### config.mk
export PLATFORM = sky130hd
export DESIGN_NAME = axi_rd_qos_arbiter
export DESIGN_NICKNAME = d
export VERILOG_FILES = /design/src/rtl/axi_rd_qos_pkg.sv /design/src/rtl/axi_rd_qos_cnt.sv /design/src/rtl/axi_rd_qos_arbiter.sv
export SDC_FILE = /design/constraint.sdc
export NUM_CORES = 1
export LEC_CHECK = 0
export CAP_MARGIN = 25
export CORE_MARGIN = 2
export CORE_UTILIZATION = 41
export DETAILED_ROUTE_END_ITERATION = 8
export PLACE_DENSITY = 0.89
export RECOVER_POWER = 50
export SKIP_CTS_REPAIR_TIMING = 1
export SLEW_MARGIN = 20
export SYNTH_ARGS = -nofsm -noshare
export SYNTH_HDL_FRONTEND = slang
export SYNTH_SLANG_ARGS = --single-unit
### constraint.sdc
create_clock -name clock -period 11.35 [get_ports clock]
set_input_delay 2.27 -clock clock [delete_from_list [all_inputs] [get_ports clock]]
set_output_delay 2.27 -clock clock [all_outputs]
set_load 0.02 [all_outputs]
### src/rtl/axi_rd_qos_pkg.sv
// axi_rd_qos_pkg: shared types, default constants and the round-robin picker for the AR QoS arbiter
package axi_rd_qos_pkg;
  typedef enum logic {IDLE, HOLD} state_t;
  localparam int DEF_MAX_OUT = 4;
  localparam int DEF_WINDOW = 4096;
  localparam int DEF_BEAT_BUDGET = 1024;
  // Returns the first set bit of req at or after index last, wrapping.
  // Unused upper request bits are zero, so wrapping at 16 orders the
  // same as wrapping at the real master count.
  function automatic logic [3:0] rr_pick(input logic [15:0] req, input logic [3:0] last);
    logic [3:0] idx;
    rr_pick = last;
    for (int k = 15; k >= 0; k--) begin
      idx = last + 4'(k);
      if (req[idx]) rr_pick = idx;
    end
  endfunction
endpackage

### src/rtl/axi_rd_qos_cnt.sv
// axi_rd_qos_cnt: per-master outstanding-read counter, beat budget and eligibility
// Ports: clock/reset; req = master AR valid; len = its arlen; inc = grant; dec = R last for this master;
// wrap = budget window wrap; cnt = outstanding bursts; eligible; underflow = R last seen at count 0.
// Budget logic present only when AXI_RD_QOS_BUDGET_EN is defined.
module axi_rd_qos_cnt
  import axi_rd_qos_pkg::*;
#(
  parameter int MAX_OUT = DEF_MAX_OUT,
  parameter int BEAT_BUDGET = DEF_BEAT_BUDGET,
  parameter int CNT_W = $clog2(MAX_OUT + 1)
) (
  input  logic             clock,
  input  logic             reset,
  input  logic             req,
  input  logic [7:0]       len,
  input  logic             inc,
  input  logic             dec,
  input  logic             wrap,
  output logic [CNT_W-1:0] cnt,
  output logic             eligible,
  output logic             underflow
);
  logic room;
  assign room = cnt < CNT_W'(MAX_OUT);
  assign underflow = dec & ~inc & (cnt == '0);
  always_ff @(posedge clock)
    if (reset) cnt <= '0;
    else if (inc & ~dec) cnt <= cnt + CNT_W'(1);
    else if (dec & ~inc & (cnt != '0)) cnt <= cnt - CNT_W'(1);
`ifdef AXI_RD_QOS_BUDGET_EN
  logic [15:0] budget;
  logic [16:0] need;
  assign need = 17'(len) + 17'd1;
  assign eligible = req & room & ({1'b0, budget} >= need);
  // A reload and a grant in the same cycle charge the grant against the fresh budget.
  always_ff @(posedge clock)
    if (reset) budget <= 16'(BEAT_BUDGET);
    else budget <= (wrap ? 16'(BEAT_BUDGET) : budget) - (inc ? need[15:0] : 16'd0);
`else
  logic unused;
  assign unused = ^{len, wrap, BEAT_BUDGET[0]};
  assign eligible = req & room;
`endif
endmodule

### src/rtl/axi_rd_qos_arbiter.sv
// axi_rd_qos_arbiter: round-robin AR arbiter granting only masters under their outstanding/beat limits
// Ports: clock, reset (sync, active-high); s_ar* = packed per-master AR channels; m_ar* = registered AR to slave
// with m_arid = granted master; m_r* = R channel observation; outstanding = packed per-master counters;
// throttled = requesting but ineligible; err_underflow = sticky R-last-at-zero flag.
// Define AXI_RD_QOS_BUDGET_EN to add the per-window beat budget.
module axi_rd_qos_arbiter
  import axi_rd_qos_pkg::*;
#(
  parameter int N_MST = 4,
  parameter int ADDR_W = 32,
  parameter int MAX_OUT = DEF_MAX_OUT,
  parameter int WINDOW = DEF_WINDOW,
  parameter int BEAT_BUDGET = DEF_BEAT_BUDGET
) (
  input  logic                                   clock,
  input  logic                                   reset,
  input  logic [N_MST-1:0]                       s_arvalid,
  output logic [N_MST-1:0]                       s_arready,
  input  logic [N_MST*ADDR_W-1:0]                s_araddr,
  input  logic [N_MST*8-1:0]                     s_arlen,
  output logic                                   m_arvalid,
  input  logic                                   m_arready,
  output logic [ADDR_W-1:0]                      m_araddr,
  output logic [7:0]                             m_arlen,
  output logic [$clog2(N_MST)-1:0]               m_arid,
  input  logic                                   m_rvalid,
  input  logic                                   m_rready,
  input  logic                                   m_rlast,
  input  logic [$clog2(N_MST)-1:0]               m_rid,
  output logic [N_MST*$clog2(MAX_OUT+1)-1:0]     outstanding,
  output logic [N_MST-1:0]                       throttled,
  output logic                                   err_underflow
);
  localparam int ID_W = $clog2(N_MST);
  localparam int CNT_W = $clog2(MAX_OUT + 1);
  state_t state;
  logic [ID_W-1:0] ptr, g;
  logic [N_MST-1:0] eligible, uf;
  logic load, wrap;
  logic [ADDR_W-1:0] addr_a [N_MST];
  logic [7:0] len_a [N_MST];
  assign g = ID_W'(rr_pick(16'(eligible), 4'(ptr)));
  // The output register loads when empty or when its current AR is being accepted.
  assign load = ~reset & (|eligible) & ((state == IDLE) | m_arready);
  assign s_arready = load ? {{(N_MST-1){1'b0}}, 1'b1} << g : '0;
  assign throttled = s_arvalid & ~eligible;
  assign m_arvalid = state == HOLD;
  for (genvar i = 0; i < N_MST; i++) begin : g_mst
    assign addr_a[i] = s_araddr[i*ADDR_W +: ADDR_W];
    assign len_a[i] = s_arlen[i*8 +: 8];
    axi_rd_qos_cnt #(.MAX_OUT(MAX_OUT), .BEAT_BUDGET(BEAT_BUDGET)) u_cnt (
      .clock, .reset,
      .req(s_arvalid[i]),
      .len(len_a[i]),
      .inc(s_arready[i]),
      .dec(m_rvalid & m_rready & m_rlast & (m_rid == ID_W'(i))),
      .wrap,
      .cnt(outstanding[i*CNT_W +: CNT_W]),
      .eligible(eligible[i]),
      .underflow(uf[i])
    );
  end
`ifdef AXI_RD_QOS_BUDGET_EN
  logic [$clog2(WINDOW)-1:0] win;
  assign wrap = win == ($clog2(WINDOW))'(WINDOW - 1);
  always_ff @(posedge clock)
    if (reset) win <= '0;
    else win <= wrap ? '0 : win + ($clog2(WINDOW))'(1);
`else
  logic unused_win;
  assign unused_win = WINDOW[0];
  assign wrap = 1'b0;
`endif
  always_ff @(posedge clock)
    if (reset) begin
      state <= IDLE;
      ptr <= '0;
      m_araddr <= '0;
      m_arlen <= '0;
      m_arid <= '0;
      err_underflow <= 1'b0;
    end else begin
      state <= load ? HOLD : m_arready ? IDLE : state;
      err_underflow <= err_underflow | (|uf);
      if (load) begin
        ptr <= (g == ID_W'(N_MST - 1)) ? '0 : g + ID_W'(1);
        m_araddr <= addr_a[g];
        m_arlen <= len_a[g];
        m_arid <= g;
      end
    end
endmodule

Word-level counts from Yosys, hierarchy flattened
Cells that the tools add are included.
Cells by class
  add/sub/neg operators: 24
  magnitude comparators: 21
  equal/unequal tests: 4
  shift-type cells: 1
  muxes and demuxes: 66
  bitwise gates (word level): 43
  reductions and logical operators: 16
Operator list (number)
  $bmux W32 S2: 1
  $mux W32: 2
  $bmux W1 S4: 15
  $lt A4 B5 Y1 const B: 12
  $mux W2: 17
  $and A1 B1 Y1: 28
  $mux W3: 8
  $mux W1: 18
  $add A2 B3 Y4 const B: 4
  $add A2 B4 Y4 const B: 4
  $bmux W8 S2: 1
  $mux W8: 2
  $lt A3 B5 Y1 const B: 3
  $add A3 B1 Y3 const B: 4
  $logic_not A3 Y1: 4
  $lt A3 B3 Y1 const B: 4
  $reduce_bool A3 Y1: 4
  $sub A3 B1 Y3 const B: 4
  $not A1 Y1: 10
  $reduce_bool A2 Y1: 5
  $add A3 B3 Y4 const B: 2
  $reduce_or A4 Y1: 2
  $add A2 B2 Y3 const B: 2
  $eq A2 B2 Y1 const B: 3
  15 further kinds: 16
Storage, ports and cells
  bits in registers: 58
  bits of input ports: 172
  word-level logic and storage cells: 185

Longest topological paths before layout
Gate-level depths: netlist of the first run.
  word-level depth: 27
  mapped depth: 19
  depth with buffers taken out: 16

By module
Synthesis of the first run repeated with hierarchy kept, for this count alone.
Unflattened totals
  cells, all modules: 432
  area total of the unflattened synthesis: 4314.1 µm²
Modules (own cells, without submodules)
  axi_rd_qos_arbiter: times used 1, cells an instance 332, area each 3418.3 µm²
  axi_rd_qos_cnt: times used 4, cells an instance 25, area each 224.0 µm²

Worst setup path after synthesis of the first run
Ideal clock, no wire load.
  path kind: input to output
  start: input s_arvalid[0]
  end: output s_arready[0]
  arrival time: 4.423 ns
  required time: 9.080 ns
  slack: 4.657 ns
  stages: 9
  cell sequence: nor2b_1 > mux4_2 > o221a_2 > a41oi_4 > mux2i_1 > buf_2 > clkbuf_1 > and2_1 > buf_4
On the way
  longest elaborated chain between the ends: 21
Ends and longest elaborated chain
  start: declaration: line axi_rd_qos_arbiter.sv:17  | input logic [N_MST-1:0] s_arvalid,
  $and A1 B1 Y1 *: line axi_rd_qos_cnt.sv:42  | assign eligible = req & room;
  $bmux W1 S4: line axi_rd_qos_pkg.sv:15  | if (req[idx]) rr_pick = idx;
  $mux W1 (not written as such): line axi_rd_qos_pkg.sv:15
  $mux W2 (16 in series): line axi_rd_qos_pkg.sv:15
  $shl A1 B2 Y4: line axi_rd_qos_arbiter.sv:45  | assign s_arready = load ? {{(N_MST-1){1'b0}}, 1'b1} << g : '0;
  $mux W4 *: line axi_rd_qos_arbiter.sv:45
  end: declaration: line axi_rd_qos_arbiter.sv:18  | output logic [N_MST-1:0] s_arready,
Every way passes the cells marked *; elsewhere a longest branch is shown, timed or not. The select of a mux whose other input is x is not followed.

Worst setup path in the final report of the first run
  start: input s_arvalid[0]
  end: output s_arready[3]
The elaborated chain is that of the path after synthesis.

==> impl_metrics.ini, run 1 <==
[min_path]
holdCritPathClass = flop to flop
min_from = m_arid[0]$_SDFFE_PP0P_

[worst_setup_path]
crit-reg2reg-launch = ptr[0]$_SDFFE_PP0P_
critPathLaunchType = primary input
crit_type = primary input to primary output
cpMaxStageDelayCell = xnor2_1
slowest_delay_ns = 1.71
crit_path_max_fanout = 17
path_cells = dlygate4sd3_1 > nor2b_1 > mux2i_1 > nand2_1 > a41oi_4 > xnor2_1 > ha_1 > and2_1 > clkdlybuf4s50_1
cp.arrival_ns = 6.74
critical_path.startpoint = s_arvalid[0]
crit_required_ns = 9.08
end_kind = primary output

[die]
die_w_um = 100
initial_core_util_pct = 41.8
fp-row-count = 35
ios = 236
core_sq_um = 9110
die_h_um = 100
die_area_sq_um = 10100

[routing]
dr.max_layer_used = met4
viasPerCell = 5.35
wl_per_cell_um = 16.9
wl_met3_um = 762
drtIter0Drc = 125
vias = 3949
routed_wl_um = 12500
dr_wl_met2_um = 6900
drtAntennaViolNets = 0
wl_met1_um = 4470
remaining_drc_errors = 0
drt-pass1-iter-count = 4

[yosys]
synth_cell_types = 51
yosysSeqAreaShare_pct = 30.5
ys.flop_type = dfxtp_1
synth-edff-count = 0
synth_cells = 402
yosys_warnings = 0
synth-seq-cells = 58
synth_nets = 581
synthArstFlopShare_pct = 0
synth_area_sq_um = 3810
syn_area_per_cell_sq_um = 9.47

[layout]
final_cell_mix = clkdlybuf4s50_1 (178), dfxtp_1 (58), dlygate4sd3_1 (57)
final_nets = 801
area_delta_synth_final_pct = 66.9
final_common_cell = clkdlybuf4s50_1
n_antenna_cell = 0
fin_cells = 738
layout-drive-gt1-share_pct = 10.7

[power_and_ir_drop]
comb_power_share_pct = 66.9
pwr-share-clk_pct = 11.6
switching_power_uw = 689
p_seq_share_pct = 21.5
ir_worst_vdd_mv = 0.232
p_leak_nw = 2.63
switching_share_pct = 43.1
power.density_nw_per_um2 = 252
p_int_uw = 908

[placed_design]
globalplace.congestion = 0.870
io_buffers = 235
dp_cells = 722
hpwlAfterDp_um = 10100

[sta]
slew_headroom_pct = -49.7
final.setup.tns_ns = 0
finalCritPeriodShare_pct = 79.4
hold_viol = 0
slew_viol_final = 40
rsz0062_at_grt = false
worst_slew_pin_slew_ns = 2.23
fmax_mhz = 111
min_period_ns = 9.01
clock_skew_ns = 0.0134
setup_viol = 0

[grt]
grt_pass1_vias = 4186
grtUsageTotal_pct = 24.9
grt_first_pass_wirelength_um = 19800
grt_overflow = 0
antenna_found_initial = 0
grt_start_max_net_pins = 71

[clock_tree]
clock-sinks = 58
cts_buffers = 9
clock-root-buffer = clkbuf_8
clk_latency_ns = 0.32
clk_path_buf_depth = 2
tritoncts = yes
htreeDepth = 3
clkSlewWorstSetupHoldPaths_ns = 0.06

[flow_run]
max_cap_viol_count = 2

[run_status]
outcome = complete, but fails checks
violations = capacitance limit, slew limit
-- stage by stage --
step	area (sq um)	total power, mW	hold WS, ns	setup WS (ns)	util [%]
6_report	6350	1.60	0.442	2.34	69.7
5_1_grt	6350	1.70	0.464	2.04	69.7
4_1_cts	6380	1.65	0.446	3.10	70.1
3_5_place_dp	6190	1.46	0.436	3.10	68.0
3_3_place_gp	6190	1.41	0.430	3.27	68.0
2_1_floorplan	3810	1.12	0.521	4.66	-
-- state kept, by name, summed over array words and instances, names as in the netlist --
register / flops
ptr: 2
m_arid: 2
m_araddr: 32
err_underflow: 1
g_mst.u_cnt.cnt: 12
m_arlen: 8
m_arvalid: 1
-- worst max-delay path: cells and delay by family --
| kind | cells | cell delay (ns) |
|---|---|---|
| compound gates | 1 | 0.16 |
| fa+ha+maj | 1 | 0.37 |
| simple gates | 3 | 0.80 |
| buf+inv | 2 | 1.18 |
| xor+xnor | 1 | 1.71 |
| mux | 1 | 0.25 |
-- final timing paths --
path / to / slack (ns) / cells after the start
setup / recovery: s_arready[3] / 2.34 / 9
hold reg to reg: m_arid[0]$_SDFFE_PP0P_ / 0.44 / 2
hold / removal: m_arid[0]$_SDFFE_PP0P_ / 0.44 / 2
setup reg to reg: g_mst[3].u_cnt.cnt[2]$_SDFFE_PP0P_ / 6.12 / 13
-- power by group through the flow --
stage	clock network (mW)	logic (mW)	registers (mW)
final	0.185	1.07	0.343
after global placement	0	1.07	0.346
after floorplan	0	0.690	0.425
after CTS	0.189	1.11	0.348
after global routing	0.198	1.15	0.354
after detailed placement	0	1.10	0.351
-- routing by layer --
| metal | GRT usage [%] | vias up |
|---|---|---|
| met4 | 8.96 | 0 |
| met1 | 26.0 | 1822 |
| met5 | 0 | - |
| li1 | - | 1941 |
| met3 | 7.38 | 34 |
| met2 | 46.8 | 152 |
-- final cells by class --
cell class,count,area [sq um]
clock buffer,9,124
clock inverter,7,70.1
fill,718,2760
inverter,10,38.8
multi-input combinational,306,2450
sequential,58,1160
tap,111,139
timing repair buffer,237,2370
-- logic make-up (layout without fill, tap and decap cells) --
| group | after synthesis | count (layout) | synth area share, % |
|---|---|---|---|
| buf+inv | 38 | 263 | 4.77 |
| mux | 95 | 95 | 26.6 |
| xor+xnor | 2 | 2 | 0.953 |
| flops | 58 | 58 | 30.5 |
| compound gates | 95 | 95 | 19.7 |
| fa+ha+maj | 7 | 7 | 3.09 |
| simple gates | 107 | 107 | 14.4 |
-- cells in the mapped netlist (all sizes together) (2+ instances only) --
cell type / number / area (sq um)
a211oi: 2 / 20.0
a21o: 9 / 67.6
a21oi: 4 / 20.0
a221o: 19 / 190
a22oi: 16 / 120
a311oi: 2 / 35.0
a32oi: 2 / 17.5
and2: 7 / 43.8
and3: 4 / 25.0
buf: 15 / 95.1
clkbuf: 13 / 48.8
dfxtp: 58 / 1160
fa: 4 / 80.1
ha: 3 / 37.5
inv: 10 / 37.5
mux2: 39 / 439
mux2i: 55 / 551
nand2: 17 / 66.3
nand2b: 5 / 31.3
nand3: 4 / 20.0
nor2: 34 / 128
nor2b: 16 / 100
nor3: 10 / 55.1
nor3b: 3 / 33.8
o21ai: 21 / 105
o22ai: 8 / 50.1
o31ai: 3 / 22.5
o41ai: 2 / 17.5
or3: 3 / 18.8
xnor2: 2 / 36.3
Note: power is estimated with default switching activity, not from simulation.
==> inputs of run 2 (changes only) <==
--- a/config.mk
+++ b/config.mk
@@ -7,9 +7,9 @@
 export LEC_CHECK = 0
 export CAP_MARGIN = 25
 export CORE_MARGIN = 2
-export CORE_UTILIZATION = 41
+export CORE_UTILIZATION = 38
 export DETAILED_ROUTE_END_ITERATION = 8
-export PLACE_DENSITY = 0.89
+export PLACE_DENSITY = 0.83
 export RECOVER_POWER = 50
 export SKIP_CTS_REPAIR_TIMING = 1
 export SLEW_MARGIN = 20
==> constraint.sdc (replaced) <==
create_clock -name clock -period 8.9 [get_ports clock]
set_input_delay 1.78 -clock clock [delete_from_list [all_inputs] [get_ports clock]]
set_output_delay 1.78 -clock clock [all_outputs]
set_load 0.02 [all_outputs]
==> impl_metrics.ini, run 2 (synthesis gave the netlist of run 1 again) <==
[run_status]
outcome = complete, but fails checks
violations = capacitance limit, slew limit

[sta]
fmax_mhz = 129
finalCritPeriodShare_pct = 87.4
hold_ws_ns = 0.446
rsz0062_at_grt = false
hold_viol = 0
slew_viol_final = 1
min_period_ns = 7.78
setup_viol = 0
slew_headroom_pct = -2.49
final.setup.tns_ns = 0
worst_slew_pin_slew_ns = 1.49
clock_skew_ns = 0.0117

[power_and_ir_drop]
power.density_nw_per_um2 = 320
p_leak_nw = 2.65
power_mw = 2.06
ir_worst_vdd_mv = 0.174

[worst_setup_path]
r2r_cells = 11
cp.arrival_ns = 6.00
crit-reg2reg-launch = ptr[0]$_SDFFE_PP0P_
r2r_slack_ns = 3.90
crit_type = primary input to primary output
end_kind = primary output
crit_required_ns = 7.12
reg2reg_to = g_mst[2].u_cnt.cnt[2]$_SDFFE_PP0P_
crit_path_max_fanout = 24
critPathLaunchType = primary input

[layout]
final_nets = 802
multi_input_area_sq_um = 2470
fillCellCount = 808
utilization_pct = 66.1
largest_reg_flops = 32
layout-drive-gt1-share_pct = 10.7
top_regs = m_araddr: 32 flops, g_mst.u_cnt.cnt: 12 flops, m_arlen: 8 flops
final_cell_mix = clkdlybuf4s50_1 (178), dfxtp_1 (58), dlygate4sd3_1 (57)
area_delta_synth_final_pct = 69.0
regMostFlops = m_araddr
seq_area_sq_um = 1160
final_common_cell = clkdlybuf4s50_1

[routing]
drtAntennaViolNets = 0
vias = 4007
routed_wl_um = 13000
remaining_drc_errors = 0
drt-pass1-iter-count = 4
wl_per_cell_um = 17.1
viasPerCell = 5.27
drtIter0Drc = 134

[clock_tree]
htreeDepth = 3
clkSlewWorstSetupHoldPaths_ns = 0.06
clock-sinks = 58
tritoncts = yes
cts_buffers = 9
clk_path_buf_depth = 2
clk_latency_ns = 0.34
clock-root-buffer = clkbuf_8

[placed_design]
io_buffers = 235
hpwlAfterDp_um = 10100
globalplace.congestion = 0.933

[grt]
grt_start_max_net_pins = 44
antenna_found_initial = 1
grtUsageTotal_pct = 23.6
grt_overflow = 0
grt_first_pass_wirelength_um = 20700
grt_pass1_vias = 4199

[min_path]
whs_path_depth = 2
min_from = m_arid[1]$_SDFFE_PP0P_
whs_endpoint = m_arid[1]$_SDFFE_PP0P_
holdCritPathClass = flop to flop

[die]
initial_core_util_pct = 39.1
ios = 236
fp-row-count = 36
die_area_sq_um = 10800
die_h_um = 104
core_sq_um = 9730
die_w_um = 104

[flow_run]
max_cap_viol_count = 1
-- run 2: final cells by class --
cell class	count	share of cell area, %
clock inverters	2	0.545
well taps	133	2.59
clock buffers	13	2.63
repair buffers	238	37.1
diodes	1	0.0389
flip-flops and latches	58	18.1
multi-input cells	306	38.4
inverters	10	0.603
-- run 2: how the worst max path moves through the flow --
stage                            start      endpoint  slack, ns
final                     s_arvalid[0]  s_arready[0]       1.12
after global routing      s_arvalid[0]  s_arready[0]       0.87
after CTS                 s_arvalid[0]  s_arready[0]       1.81
after detailed placement  s_arvalid[0]  s_arready[0]       1.84
after global placement    s_arvalid[0]  s_arready[0]       1.88
after floorplan           s_arvalid[0]  s_arready[0]       3.19
-- run 2: metrics by stage --
| step | std cells | instance area [sq um] | setup slack (ns) |
|---|---|---|---|
| 2_1_floorplan | 402 | 3810 | 3.19 |
| 3_3_place_gp | 744 | 6220 | 1.88 |
| 3_5_place_dp | 744 | 6220 | 1.84 |
| 4_1_cts | 759 | 6420 | 1.81 |
| 5_1_grt | 761 | 6430 | 0.875 |
| 6_report | 761 | 6430 | 1.12 |
-- run 2: critical path, cell delays in order --
cell and delay [ns]:
dlygate4sd3_1 0.54, nor2b_1 0.37, mux2i_1 0.19, o221a_2 0.33, a41oi_4 0.28, mux2i_1 1.23
buf_4 0.46, and2_1 0.17, clkdlybuf4s50_1 0.62
-- run 2: metal layers --
layer | GRT usage (%) | vias up | part of all wire [%]
li1 | - | 1945 | -
met1 | 25.5 | 1878 | 37
met2 | 42.5 | 149 | 52
met3 | 7.27 | 35 | 6.8
met4 | 10.2 | 0 | 3.5
met5 | 0 | - | 0
-- run 2: report_power, final --
group          total, mW  switching [mW]  internal [mW]
registers          0.441          0.0776          0.363
clock network      0.255           0.104          0.150
logic               1.36           0.697          0.663
total               2.06           0.879           1.18
==> inputs of run 3 (changes only) <==
--- a/config.mk
+++ b/config.mk
@@ -6,6 +6,7 @@
 export NUM_CORES = 1
 export LEC_CHECK = 0
 export CAP_MARGIN = 25
+export CORE_ASPECT_RATIO = 1.2
 export CORE_MARGIN = 2
 export CORE_UTILIZATION = 38
 export DETAILED_ROUTE_END_ITERATION = 8
==> impl_metrics.ini, run 3 (synthesis gave the netlist of run 1 again) <==
[run_status]
outcome = finished clean

[die]
die_area_sq_um = 10800
die_h_um = 114
core_sq_um = 9860
fp-row-count = 40
ios = 236
die_w_um = 95.4
initial_core_util_pct = 38.6

[worst_setup_path]
reg2reg_to = g_mst[1].u_cnt.cnt[2]$_SDFFE_PP0P_
crit_required_ns = 7.12
cpMaxStageDelayCell = a41oi_1
critPathTopFamily = buffers and inverters
slowest_delay_ns = 0.66
critPathLaunchType = primary input
crit_type = primary input to primary output
path_cells = dlygate4sd3_1 > nor2b_1 > mux2i_1 > o221a_2 > a41oi_1 > mux2i_4 > buf_4 > and2_1 > clkdlybuf4s50_1
r2r_slack_ns = 3.86
cp.arrival_ns = 5.71
path_buf_inv = 3
crit_path_max_fanout = 24
r2r_cells = 11
end_kind = primary output
crit-reg2reg-launch = ptr[0]$_SDFFE_PP0P_

[layout]
final_cell_area_sq_um = 6540
fillCellCount = 778
final_common_cell = clkdlybuf4s50_1
regMostFlops = m_araddr
n_antenna_cell = 0
layout-drive-gt1-share_pct = 10.8
area_delta_synth_final_pct = 71.9
final_nets = 801
final_cell_mix = clkdlybuf4s50_1 (178), dfxtp_1 (58), dlygate4sd3_1 (57)
utilization_pct = 66.4
top_regs = m_araddr: 32 flops, g_mst.u_cnt.cnt: 12 flops, m_arlen: 8 flops
largest_reg_flops = 32

[sta]
final.setup.tns_ns = 0
fin_ws_ns = 1.41
worst_slew_pin_slew_ns = 1.10
finalCritPeriodShare_pct = 84.1
clock_skew_ns = 0.00635
fmax_mhz = 134
min_period_ns = 7.49
slew_headroom_pct = 26.6
setup_viol = 0
slew_viol_final = 0
rsz0062_at_grt = false
hold_ws_ns = 0.446
hold_viol = 0

[routing]
vias = 4014
drtAntennaViolNets = 0
drt-pass1-iter-count = 4
routed_wl_um = 12600
remaining_drc_errors = 0
wl_per_cell_um = 16.8
drtIter0Drc = 154
viasPerCell = 5.33

[clock_tree]
clk_path_buf_depth = 2
clock-sinks = 58
clk_latency_ns = 0.32
htreeDepth = 3
clock-root-buffer = clkbuf_16
clkSlewWorstSetupHoldPaths_ns = 0.05
cts_buffers = 9
tritoncts = yes

[grt]
grt_pass1_vias = 4120
antenna_found_initial = 0
grt_start_max_net_pins = 70
grtUsageTotal_pct = 23.5
grt_overflow = 0
grt_first_pass_wirelength_um = 19900

[min_path]
whs_path_depth = 1
whs_endpoint = m_araddr[13]$_SDFFE_PP0P_
holdCritPathClass = flop to flop
min_from = m_araddr[13]$_SDFFE_PP0P_

[placed_design]
hpwlAfterDp_um = 9960
globalplace.congestion = 0.923
placed_area_sq_um = 6210
io_buffers = 235
preCtsSetupSlack_ns = 1.89

[power_and_ir_drop]
power.density_nw_per_um2 = 336
ir_worst_vdd_mv = 0.247
p_leak_nw = 2.70

[flow_run]
max_cap_viol_count = 0
## run 3: worst max-delay path by stage
| stage | from | to | slack [ns] | cells past startpoint |
|---|---|---|---|---|
| floorplan | s_arvalid[0] | s_arready[0] | 3.19 | 9 |
| global placement | s_arvalid[0] | s_arready[0] | 1.96 | 9 |
| detailed placement | s_arvalid[0] | s_arready[0] | 1.89 | 9 |
| CTS | s_arvalid[0] | s_arready[0] | 1.86 | 9 |
| global route | s_arvalid[0] | s_arready[0] | 1.10 | 9 |
| finish | s_arvalid[0] | s_arready[0] | 1.41 | 9 |
## run 3: report_power, final
group	internal (mW)	switching, mW
registers	0.364	0.0801
logic	0.666	0.689
clock network	0.281	0.121
## run 3: final cells by class
class / count / area [sq um] / area share, %
timing repair buffer: 237 / 2370 / 36.2
clock buffer: 10 / 239 / 3.65
sequential: 58 / 1160 / 17.7
tap: 126 / 158 / 2.41
inverter: 10 / 38.8 / 0.593
multi-input combinational: 306 / 2460 / 37.7
clock inverter: 6 / 114 / 1.74
## run 3: metal layers
metal | part of all wire, % | track usage (%)
met1 | 34 | 24.1
met2 | 56 | 44.6
met3 | 8.1 | 6.61
met4 | 2.4 | 7.92
met5 | 0 | 0
## run 3: stage by stage
step / instances / power [mW]
5_1_grt: 753 / 2.35
3_5_place_dp: 737 / 1.85
6_report: 753 / 2.20
4_1_cts: 753 / 2.27
3_3_place_gp: 737 / 1.81
2_1_floorplan: 402 / 1.42
